--- config.mk ---
export PLATFORM = sky130hd
export DESIGN_NAME = sonar_ping_sequencer_flat
export DESIGN_NICKNAME = d
export VERILOG_FILES = /design/src/rtl/sonar_ping_sequencer_if.sv /design/src/rtl/sonar_ping_sequencer.sv /design/src/flat_wrapper.sv
export SDC_FILE = /design/constraint.sdc
export NUM_CORES = 1
export LEC_CHECK = 0
export CORE_MARGIN = 3
export CORE_UTILIZATION = 42
export DETAILED_ROUTE_END_ITERATION = 16
export DONT_BUFFER_PORTS = 1
export SETUP_SLACK_MARGIN = 0.1
export SKIP_CTS_REPAIR_TIMING = 1
export SYNTH_ARGS = -nofsm -noshare
export SYNTH_HDL_FRONTEND = slang
export SYNTH_SLANG_ARGS = --single-unit
--- constraint.sdc ---
create_clock -name clk -period 2.6 [get_ports clk]
set_input_delay 0.39 -clock clk [delete_from_list [all_inputs] [get_ports clk]]
set_output_delay 0.39 -clock clk [all_outputs]
set_load 0.05 [all_outputs]
--- src/rtl/sonar_ping_sequencer_if.sv ---
// Sample-stream, RAM-write, transducer-drive and echo-report signals of the sonar ping sequencer.
// The slave modport is the sequencer's view; the master modport is the view of the logic around it.
interface sonar_ping_sequencer_if #(
  parameter int ADDR_W = 11
);
  logic              frame_start;
  logic              sample_valid;
  logic [7:0]        sample;
  logic              wr_en;
  logic              wr_bank;
  logic [ADDR_W-1:0] wr_addr;
  logic [7:0]        wr_data;
  logic              pulse_p;
  logic              pulse_n;
  logic              echo_valid;
  logic [ADDR_W-1:0] echo_addr;
  logic              busy;

  modport slave (
    input  frame_start, sample_valid, sample,
    output wr_en, wr_bank, wr_addr, wr_data, pulse_p, pulse_n, echo_valid, echo_addr, busy
  );

  modport master (
    output frame_start, sample_valid, sample,
    input  wr_en, wr_bank, wr_addr, wr_data, pulse_p, pulse_n, echo_valid, echo_addr, busy
  );
endinterface

--- src/rtl/sonar_ping_sequencer.sv ---
// Per-frame ping sequencer: bank flip, complementary transmit burst, sample capture into RAM.
// Optional first-echo capture is built only when SONAR_ECHO_DETECT_EN is defined.
module sonar_ping_sequencer #(
  parameter int ADDR_W           = 11,
  parameter int HALF_PERIOD      = 16,
  parameter int BURST_HALFCYCLES = 16,
  parameter int BLANK_SAMPLES    = 400,
  parameter int THRESHOLD        = 128
) (
  input  logic                  clk,
  input  logic                  reset,
  sonar_ping_sequencer_if.slave bus
);
  localparam int PW = $clog2(HALF_PERIOD + 1);
  localparam int HW = $clog2(BURST_HALFCYCLES + 1);
  localparam logic [ADDR_W-1:0] LAST_ADDR   = '1;
  localparam logic [PW-1:0]     PERIOD_LAST = PW'(HALF_PERIOD - 1);
  localparam logic [HW-1:0]     HALF_LAST   = HW'(BURST_HALFCYCLES - 1);

  // Elaboration-time guard against parameter sets the counters cannot represent.
  if (HALF_PERIOD < 1 || BURST_HALFCYCLES < 1 || THRESHOLD < 0 || THRESHOLD > 255 ||
      BLANK_SAMPLES < 0 || ADDR_W < 1 || ADDR_W > 30) begin : g_bad_cfg
    $error("sonar_ping_sequencer: illegal parameter set");
  end

  typedef enum logic [1:0] {IDLE, BURST, LISTEN, DONE} state_t;

  state_t            state_reg;
  logic [ADDR_W-1:0] addr_reg;
  logic [PW-1:0]     period_reg;
  logic [HW-1:0]     half_reg;
  logic              take;

  assign take = bus.sample_valid && (state_reg == BURST || state_reg == LISTEN);

  always_ff @(posedge clk) begin
    if (reset) begin
      state_reg   <= IDLE;
      addr_reg    <= '0;
      period_reg  <= '0;
      half_reg    <= '0;
      bus.wr_en   <= 1'b0;
      bus.wr_bank <= 1'b0;
      bus.wr_addr <= '0;
      bus.wr_data <= '0;
      bus.pulse_p <= 1'b0;
      bus.pulse_n <= 1'b0;
      bus.busy    <= 1'b0;
    end else begin
      bus.wr_en <= 1'b0;
      if (bus.frame_start) begin
        state_reg   <= BURST;
        bus.wr_bank <= ~bus.wr_bank;
        addr_reg    <= '0;
        period_reg  <= '0;
        half_reg    <= '0;
        bus.pulse_p <= 1'b1;
        bus.pulse_n <= 1'b0;
        bus.busy    <= 1'b1;
      end else if (take) begin
        bus.wr_en   <= 1'b1;
        bus.wr_addr <= addr_reg;
        bus.wr_data <= bus.sample;
        if (addr_reg == LAST_ADDR) begin
          // Frame full: stop here rather than wrap into the start of the bank.
          state_reg   <= DONE;
          bus.pulse_p <= 1'b0;
          bus.pulse_n <= 1'b0;
          bus.busy    <= 1'b0;
        end else begin
          addr_reg <= addr_reg + 1'b1;
          if (state_reg == BURST) begin
            if (period_reg == PERIOD_LAST) begin
              period_reg <= '0;
              if (half_reg == HALF_LAST) begin
                state_reg   <= LISTEN;
                bus.pulse_p <= 1'b0;
                bus.pulse_n <= 1'b0;
              end else begin
                half_reg    <= half_reg + 1'b1;
                bus.pulse_p <= ~bus.pulse_p;
                bus.pulse_n <= ~bus.pulse_n;
              end
            end else begin
              period_reg <= period_reg + 1'b1;
            end
          end
        end
      end
    end
  end

`ifdef SONAR_ECHO_DETECT_EN
  localparam logic [7:0]  THRESH = 8'(THRESHOLD);
  localparam logic [31:0] BLANK  = 32'(BLANK_SAMPLES);

  logic [7:0] prev_reg;
  logic       hit;

  // Rising crossing of the threshold, past the blanking zone that hides transmit ringing.
  assign hit = (state_reg == LISTEN) && !bus.echo_valid &&
               ({{(32-ADDR_W){1'b0}}, addr_reg} > BLANK) &&
               (prev_reg < THRESH) && (bus.sample >= THRESH);

  always_ff @(posedge clk) begin
    if (reset || bus.frame_start) begin
      prev_reg       <= '0;
      bus.echo_valid <= 1'b0;
      bus.echo_addr  <= '0;
    end else if (take) begin
      prev_reg <= bus.sample;
      if (hit) begin
        bus.echo_valid <= 1'b1;
        bus.echo_addr  <= addr_reg;
      end
    end
  end
`else
  assign bus.echo_valid = 1'b0;
  assign bus.echo_addr  = '0;
`endif
endmodule

--- src/flat_wrapper.sv ---
// flat-port wrapper written by rule: the top's interface ports become plain ports
module sonar_ping_sequencer_flat 
#(
  parameter int ADDR_W           = 11,
  parameter int HALF_PERIOD      = 16,
  parameter int BURST_HALFCYCLES = 16,
  parameter int BLANK_SAMPLES    = 400,
  parameter int THRESHOLD        = 128
)
  (clk, reset, bus_frame_start, bus_sample_valid, bus_sample, bus_wr_en, bus_wr_bank, bus_wr_addr, bus_wr_data, bus_pulse_p, bus_pulse_n, bus_echo_valid, bus_echo_addr, bus_busy);
  sonar_ping_sequencer_if #(.ADDR_W(ADDR_W)) bus_i ();
  input  logic clk;
  input  logic reset;
  input wire logic [$bits(bus_i.frame_start)-1:0] bus_frame_start;
  input wire logic [$bits(bus_i.sample_valid)-1:0] bus_sample_valid;
  input wire logic [$bits(bus_i.sample)-1:0] bus_sample;
  output wire logic [$bits(bus_i.wr_en)-1:0] bus_wr_en;
  output wire logic [$bits(bus_i.wr_bank)-1:0] bus_wr_bank;
  output wire logic [$bits(bus_i.wr_addr)-1:0] bus_wr_addr;
  output wire logic [$bits(bus_i.wr_data)-1:0] bus_wr_data;
  output wire logic [$bits(bus_i.pulse_p)-1:0] bus_pulse_p;
  output wire logic [$bits(bus_i.pulse_n)-1:0] bus_pulse_n;
  output wire logic [$bits(bus_i.echo_valid)-1:0] bus_echo_valid;
  output wire logic [$bits(bus_i.echo_addr)-1:0] bus_echo_addr;
  output wire logic [$bits(bus_i.busy)-1:0] bus_busy;
  assign bus_i.frame_start = bus_frame_start;
  assign bus_i.sample_valid = bus_sample_valid;
  assign bus_i.sample = bus_sample;
  assign bus_wr_en = bus_i.wr_en;
  assign bus_wr_bank = bus_i.wr_bank;
  assign bus_wr_addr = bus_i.wr_addr;
  assign bus_wr_data = bus_i.wr_data;
  assign bus_pulse_p = bus_i.pulse_p;
  assign bus_pulse_n = bus_i.pulse_n;
  assign bus_echo_valid = bus_i.echo_valid;
  assign bus_echo_addr = bus_i.echo_addr;
  assign bus_busy = bus_i.busy;
  sonar_ping_sequencer #(.ADDR_W(ADDR_W), .HALF_PERIOD(HALF_PERIOD), .BURST_HALFCYCLES(BURST_HALFCYCLES), .BLANK_SAMPLES(BLANK_SAMPLES), .THRESHOLD(THRESHOLD)) u_core (.clk(clk), .reset(reset), .bus(bus_i));
endmodule
After elaboration in Yosys (flattened, before gate mapping)
Cells that the tools add are included.
{"block": "totals", "in_bits": 12, "elab_cells": 67, "out_inout_bits": 36, "ff_bits": 47}
{"block": "op_classes", "eq_ne": 5, "bitwise": 6, "n_addsub": 3, "reduce_logical": 20, "mux": 21}
{"cell": "$mux 1", "count": 16}
{"cell": "$add 11x1->11 const B", "count": 1}
{"cell": "$eq 11x11->1 const B", "count": 1}
{"cell": "$add 5x1->5 const B", "count": 2}
{"cell": "$eq 5x4->1 const B", "count": 2}
{"cell": "$reduce_bool 2->1", "count": 5}
{"cell": "$reduce_and 3->1", "count": 3}
{"cell": "$reduce_bool 3->1", "count": 3}
{"cell": "$mux 2", "count": 4}
{"cell": "$reduce_and 4->1", "count": 2}
{"cell": "$not 1->1", "count": 6}
{"cell": "$reduce_and 2->1", "count": 3}
{"cell": "$mux 5", "count": 1}
{"cell": "$reduce_and 5->1", "count": 1}
{"cell": "$eq 2x1->1 const B", "count": 1}
{"cell": "$eq 2x2->1 const B", "count": 1}
{"cell": "$reduce_or 2->1", "count": 1}
{"cell": "$logic_and 1x1->1", "count": 1}
{"cell": "$logic_or 1x1->1", "count": 1}

Logic depth before layout (Yosys ltp)
Gate-level depths: netlist of run 1.
{"block": "depth", "word_depth": 7, "ltp_mapped": 7, "ltp_nobuf": 7}

Worst setup path after synthesis of run 1
Ideal clock, no wire load.
{"block": "synth_timing", "path_kind": "flip-flop to flip-flop", "startpoint": "register u_core.half_reg[0]", "endpoint": "register u_core.half_reg[3]", "t_arrival_ps": 1884, "period_less_slack_ps": 1955, "stages_incl_launch_ff": 7, "setup_time_ps": 70, "t_required_ps": 2530, "path_slack_ps": 645, "n_path_buf": 0, "cell_sequence": "dfxtp_1 ha_1 and3_1 ha_1 or3_4 or4_1 a21oi_1"}
{"block": "synth_via", "elab_chain_len": 3, "elab_cells_between_ends": 4, "cone_classes": "1 x add/sub; 1 x eq/ne; 1 x bitwise; 1 x reduce/logical"}
{"element": "start: declaration", "line": "sonar_ping_sequencer.sv:31", "text": "logic [HW-1:0] half_reg;"}
{"element": "start signal: assignment", "line": "sonar_ping_sequencer.sv:80", "text": "half_reg <= half_reg + 1'b1;"}
{"element": "branches (longest 3 deep; another with $add 5x1->5)"}
Several ways; the timed one is not identified.
A chain may end at the register's enable or synchronous reset.

Worst setup path after layout of run 1
{"block": "layout_timing", "startpoint": "register u_core.half_reg[0]", "endpoint": "register u_core.half_reg[4]"}
Same word-level chain as after synthesis.

==> metrics, run 1 <==
final hold violation count=0; remaining antenna violation count=0; number of instances in the synthesized netlist=247; Synth Area per Inst=8.35 um2; crit share post-route=82.2%; pin count of the biggest net entering global routing=27; Post-route DRC=0; dominant cells by area after synthesis=sky130_fd_sc_hd__dfxtp_1 (46%), sky130_fd_sc_hd__a21oi_1 (9.2%), sky130_fd_sc_hd__nand2_1 (8.6%); CTS tree=done; vias in the first global route=1401; DP HPWL=2840 um; via count=1623; via density per instance=5.20; Starting DRT DRC Count=89; initial standard-cell utilization of the core=45.5%; Arr. time, crit path=2.34 ns; required time worst endpoint=2.80 ns; Post-Route WL=4130 um; Final TNS setup=0 ns; classification of the worst setup path=register to register; Setup crit end kind=register; transition time at the pin with the least slew margin=0.727 ns; largest area contributor in the synthesized netlist=sky130_fd_sc_hd__dfxtp_1; maximum ir drop on the vdd rail=397 uV; area share of the largest cell type after synthesis=45.6%; layout cell share with drive strength beyond 1=7.69%; area added between synthesis and finish=7.65%; ANT cells=0; FF-to-FF path depth=6; Slew Viols, Final=0; FFs w/ async S/R, synth=0%; first-pass GRT wire length=6960 um; weighted congestion reported at the end of routability-driven placement=0.827; maximum number of buffers from clock root to sink=2; path class of the lowest-slack min-delay path=input port to register; Crit Path Max Fanout=7; cell area after synthesis=2060 um2; clock tree sinks=47; Remaining Overflow, GRT=0; result of the run=finished clean; largest clock skew in the final design=0.00646 ns; Design Area, Final=2220 um2; final critical delay including setup and external delays=2.14 ns; CP startpoint kind=register; area of the die=5790 um2; I/O pin count=48; die boundary width=76.1 um; minimum setup slack after placement=0.517 ns; clk slew on worst S/H paths=0.09 ns; power per cell area=661 nW/um2; most frequent cells in the layout=sky130_fd_sc_hd__nand2_1 (47), sky130_fd_sc_hd__dfxtp_1 (47), sky130_fd_sc_hd__a21oi_1 (38); overall power of the completed layout=1.47 mW; antenna violations before repair=0; PortBufs=0; Peak Freq=0.468 GHz; Chip Height=76.1 um; part of the Yosys area used for sequential elements=45.6%; maximum capacitance violations=0; cell count of the worst hold path=1; worst hold margin=0.148 ns; RSZ-0062 raised after global routing=no; yosys synthesis warning count=0; top flip-flop cell by instance count after synthesis=sky130_fd_sc_hd__dfxtp_1; CTS root buf=sky130_fd_sc_hd__clkbuf_8; post-synthesis register bit count=47; LEAKAGE=0.791 nW; standard-cell rows=24; Final #Nets=263; total of endpoints with negative setup slack in the final report=0; Worst slew margin=51.2%; count of flip-flops with a built-in enable after synthesis=0; total placed instance area=2090 um2; clock network latency to the later pin of the worst-skew pair=0.30 ns; depth of the CTS H-tree=2; Unique masters post-synth=40; core box area=4530 um2; average wire per standard cell=13.2 um; total iterations of the first detailed-routing run=4; number of buffers added by the clock tree synthesis step=5; final worst slack=0.462 ns; total routing resource utilization after global routing=14.7%
metrics by stage:
step                      util [%]  std cells
final                         49.0        312
after global routing          49.0        312
after CTS                     49.0        312
after detailed placement      46.0        304
after global placement        46.0        304
after floorplan                  -        258
worst max-delay path, stage by stage (launching register included):
cell	delay, ns
sky130_fd_sc_hd__dfxtp_1	0.34
sky130_fd_sc_hd__ha_1	0.23
sky130_fd_sc_hd__and3_1	0.19
sky130_fd_sc_hd__ha_1	0.22
sky130_fd_sc_hd__nor3_1	0.62
sky130_fd_sc_hd__a21oi_1	0.16
sky130_fd_sc_hd__a311oi_1	0.28
synthesized netlist by cell type (all sizes together) (2+ instances only):
| library cell | n |
|---|---|
| dfxtp | 47 |
| a311oi | 3 |
| a41oi | 2 |
| and3 | 4 |
| buf | 12 |
| ha | 5 |
| o21ai | 7 |
| inv | 4 |
| nand3 | 10 |
| or3 | 7 |
| a21oi | 38 |
| nor2 | 12 |
| nor3 | 3 |
| o31ai | 4 |
| nand2 | 47 |
| xnor2 | 2 |
| xor2 | 2 |
| a31oi | 2 |
| or4 | 3 |
| a211oi | 2 |
| clkbuf | 12 |
| nand4 | 3 |
metal layers:
metal | part of all wire [%] | GRT usage [%]
met1 | 50 | 20.2
met2 | 41 | 21.7
met3 | 6.8 | 4.85
met5 | 0 | 0
met4 | 1.4 | 4.89
path summary, 6_finish.rpt:
check | from | endpoint | slack (ns)
hold reg to reg | u_core.period_reg[4] | u_core.period_reg[4] | 0.46
setup / recovery | u_core.half_reg[0] | u_core.half_reg[4] | 0.46
hold / removal | reset | u_core.bus.wr_data[6] | 0.15
setup reg to reg | u_core.half_reg[0] | u_core.half_reg[4] | 0.46
report_power, final:
| group | switching, mW | leakage, nW | total [mW] | internal (mW) |
|---|---|---|---|---|
| clock network | 0.240 | 0.0654 | 0.625 | 0.384 |
| logic | 0.0641 | 0.345 | 0.0789 | 0.0148 |
| registers | 0.0339 | 0.380 | 0.763 | 0.729 |
| total | 0.338 | 0.791 | 1.47 | 1.13 |
logic make-up after synthesis:
family / Yosys count / share of synthesized area (%)
muxes: 1 / 0.485
buffers and inverters: 28 / 7.28
xor gates and xnor gates: 4 / 1.70
adders and majority gates: 5 / 3.03
AOI/OAI and AO/OA: 64 / 18.4
other: 1 / 0.182
DFF: 47 / 45.6
and+or+nand+nor: 97 / 23.3
layout make-up:
| type | count | area, um2 |
|---|---|---|
| clock inverter | 2 | 60.1 |
| clock buffer | 6 | 72.6 |
| timing repair buffer | 5 | 37.5 |
| sequential | 47 | 941 |
| inverter | 4 | 15.0 |
| multi-input combinational | 183 | 1010 |
| fill | 438 | 2310 |
| tap | 65 | 81.3 |
(Power assumes the default switching activity.)
==> run 2, diff against run 1 <==
clock period = 2.2 ns   (was 2.6 ns; I/O delays follow)
==> run 2 against run 1 <==
Effect of this change: worst setup slack lost 0.26 ns; total power increased by 8.6%; clock-buffer cell count unchanged; clock skew shrank 0.0015 ns; largest power group unchanged; highest routed layer unchanged.
==> metrics, run 2 (same netlist as run 1, synthesis figures left out) <==
FF-to-FF path depth=6; Design Area, Final=2210 um2; total of endpoints with negative setup slack in the final report=0; proportion of power drawn by flip-flops and latches=56.6%; area of the die=5790 um2; RSZ-0062 raised after global routing=no; setup slack of the most critical reg-to-reg path=0.20 ns; total routing resource utilization after global routing=14.5%; weighted congestion reported at the end of routability-driven placement=0.826; Final TNS setup=0 ns; Worst slew margin=54.2%; Setup crit end kind=register; via density per instance=5.33; cell count of the worst hold path=1; area of the multi-input gates=1020 um2; die boundary width=76.1 um; DP HPWL=2900 um; startpoint of the lowest-slack hold path=reset; CTS tree=done; internal power=1.21 mW; Switching Power=380 uW; power per cell area=721 nW/um2; average wire per standard cell=13.5 um; total placed instance area=2100 um2; Arr. time, crit path=2.22 ns; crit share post-route=91.0%; Peak Freq=0.499 GHz; required time worst endpoint=2.42 ns; capturing point of the worst reg2reg path=u_core.half_reg[3]; largest clock skew in the final design=0.00497 ns; Starting DRT DRC Count=130; antenna violations before repair=0; maximum number of buffers from clock root to sink=2; result of the run=finished clean; PortBufs=0; R2R Path Start=u_core.half_reg[0]; Hold Path End=u_core.bus.wr_data[6]; total iterations of the first detailed-routing run=4; Filler cells=454; Slew Viols, Final=0; clk slew on worst S/H paths=0.08 ns; pin count of the biggest net entering global routing=27; via count=1669; area added between synthesis and finish=7.16%; portion of total power attributed to combinational logic=5.9%; transition time at the pin with the least slew margin=0.685 ns; flip-flop and latch area=941 um2; final hold violation count=0; maximum capacitance violations=0; Post-Route Utilization=48.7%; path class of the lowest-slack min-delay path=input port to register; Chip Height=76.1 um; Final #Nets=265; LEAKAGE=0.783 nW; clock tree sinks=47; core box area=4530 um2; Crit Path Max Fanout=5; most frequent cells in the layout=sky130_fd_sc_hd__nand2_1 (47), sky130_fd_sc_hd__dfxtp_1 (47), sky130_fd_sc_hd__a21oi_1 (38); ANT cells=0; I/O pin count=48; classification of the worst setup path=register to register; first-pass GRT wire length=7010 um; standard-cell rows=24; Post-Route WL=4210 um; CTS root buf=sky130_fd_sc_hd__clkbuf_8; proportion of total power due to net switching=23.9%; Post-route DRC=0; Remaining Overflow, GRT=0; vias in the first global route=1439; depth of the CTS H-tree=2; Clk network pwr share=37.5%; number of buffers added by the clock tree synthesis step=5; remaining antenna violation count=0; initial standard-cell utilization of the core=45.5%; CP startpoint kind=register; maximum ir drop on the vdd rail=421 uV; final critical delay including setup and external delays=2.00 ns; clock network latency to the later pin of the worst-skew pair=0.29 ns; layout cell share with drive strength beyond 1=8.87%
-- run 2: changes by cell type in the layout (fill, tap and decap cells not counted) --
cell / change
sky130_fd_sc_hd__buf_4: +2
sky130_fd_sc_hd__bufinv_16: -1
sky130_fd_sc_hd__ha_1: -2
sky130_fd_sc_hd__ha_2: +2
-- run 2: worst max-delay path by stage --
stage                              from            endpoint
floorplan            u_core.half_reg[0]  u_core.half_reg[3]
global placement     u_core.half_reg[0]  u_core.half_reg[3]
detailed placement   u_core.half_reg[0]  u_core.half_reg[3]
CTS                  u_core.half_reg[0]  u_core.half_reg[3]
global route        u_core.state_reg[1]  u_core.half_reg[3]
finish               u_core.half_reg[0]  u_core.half_reg[3]
-- run 2: area by class of cell --
cell class	count	area share, %
multi-input cells	183	46.0
flip-flops and latches	47	42.6
well taps	65	3.68
clock buffers	6	3.28
repair buffers	7	2.38
clock inverters	1	1.36
inverters	4	0.680
-- run 2: stage by stage --
| stage | std cells | hold slack (ns) | power [mW] | setup slack (ns) |
|---|---|---|---|---|
| 5_1_grt | 313 | 0.0705 | 1.66 | 0.121 |
| 2_1_floorplan | 258 | 0.424 | 1.03 | 0.245 |
| 6_report | 313 | 0.0970 | 1.59 | 0.197 |
| 4_1_cts | 313 | 0.0888 | 1.61 | 0.121 |
| 3_5_place_dp | 306 | 0.404 | 1.02 | 0.135 |
| 3_3_place_gp | 306 | 0.402 | 1.01 | 0.180 |
-- run 2: power groups by stage --
stage | clock [mW] | combinational, mW | sequential (mW)
2_1_floorplan | 0 | 0.106 | 0.919
3_3_place_gp | 0 | 0.0934 | 0.921
3_5_place_dp | 0 | 0.0949 | 0.922
4_1_cts | 0.618 | 0.0947 | 0.901
5_1_grt | 0.660 | 0.101 | 0.903
6_report | 0.597 | 0.0943 | 0.901
-- run 2: critical path: stages (launching register included) --
cell,delay (ns)
sky130_fd_sc_hd__dfxtp_1,0.34
sky130_fd_sc_hd__ha_2,0.20
sky130_fd_sc_hd__and3_1,0.18
sky130_fd_sc_hd__ha_2,0.20
sky130_fd_sc_hd__or3_4,0.41
sky130_fd_sc_hd__or4_1,0.47
sky130_fd_sc_hd__a21oi_1,0.14
-- run 2: per-layer routing --
layer / up-vias / track usage [%] / part of all wire (%)
met2: 60 / 22.8 / 44
met3: 5 / 4.49 / 7.3
met5: - / 0 / 0
li1: 851 / - / -
met4: 0 / 4.53 / 0.86
met1: 753 / 19.0 / 47
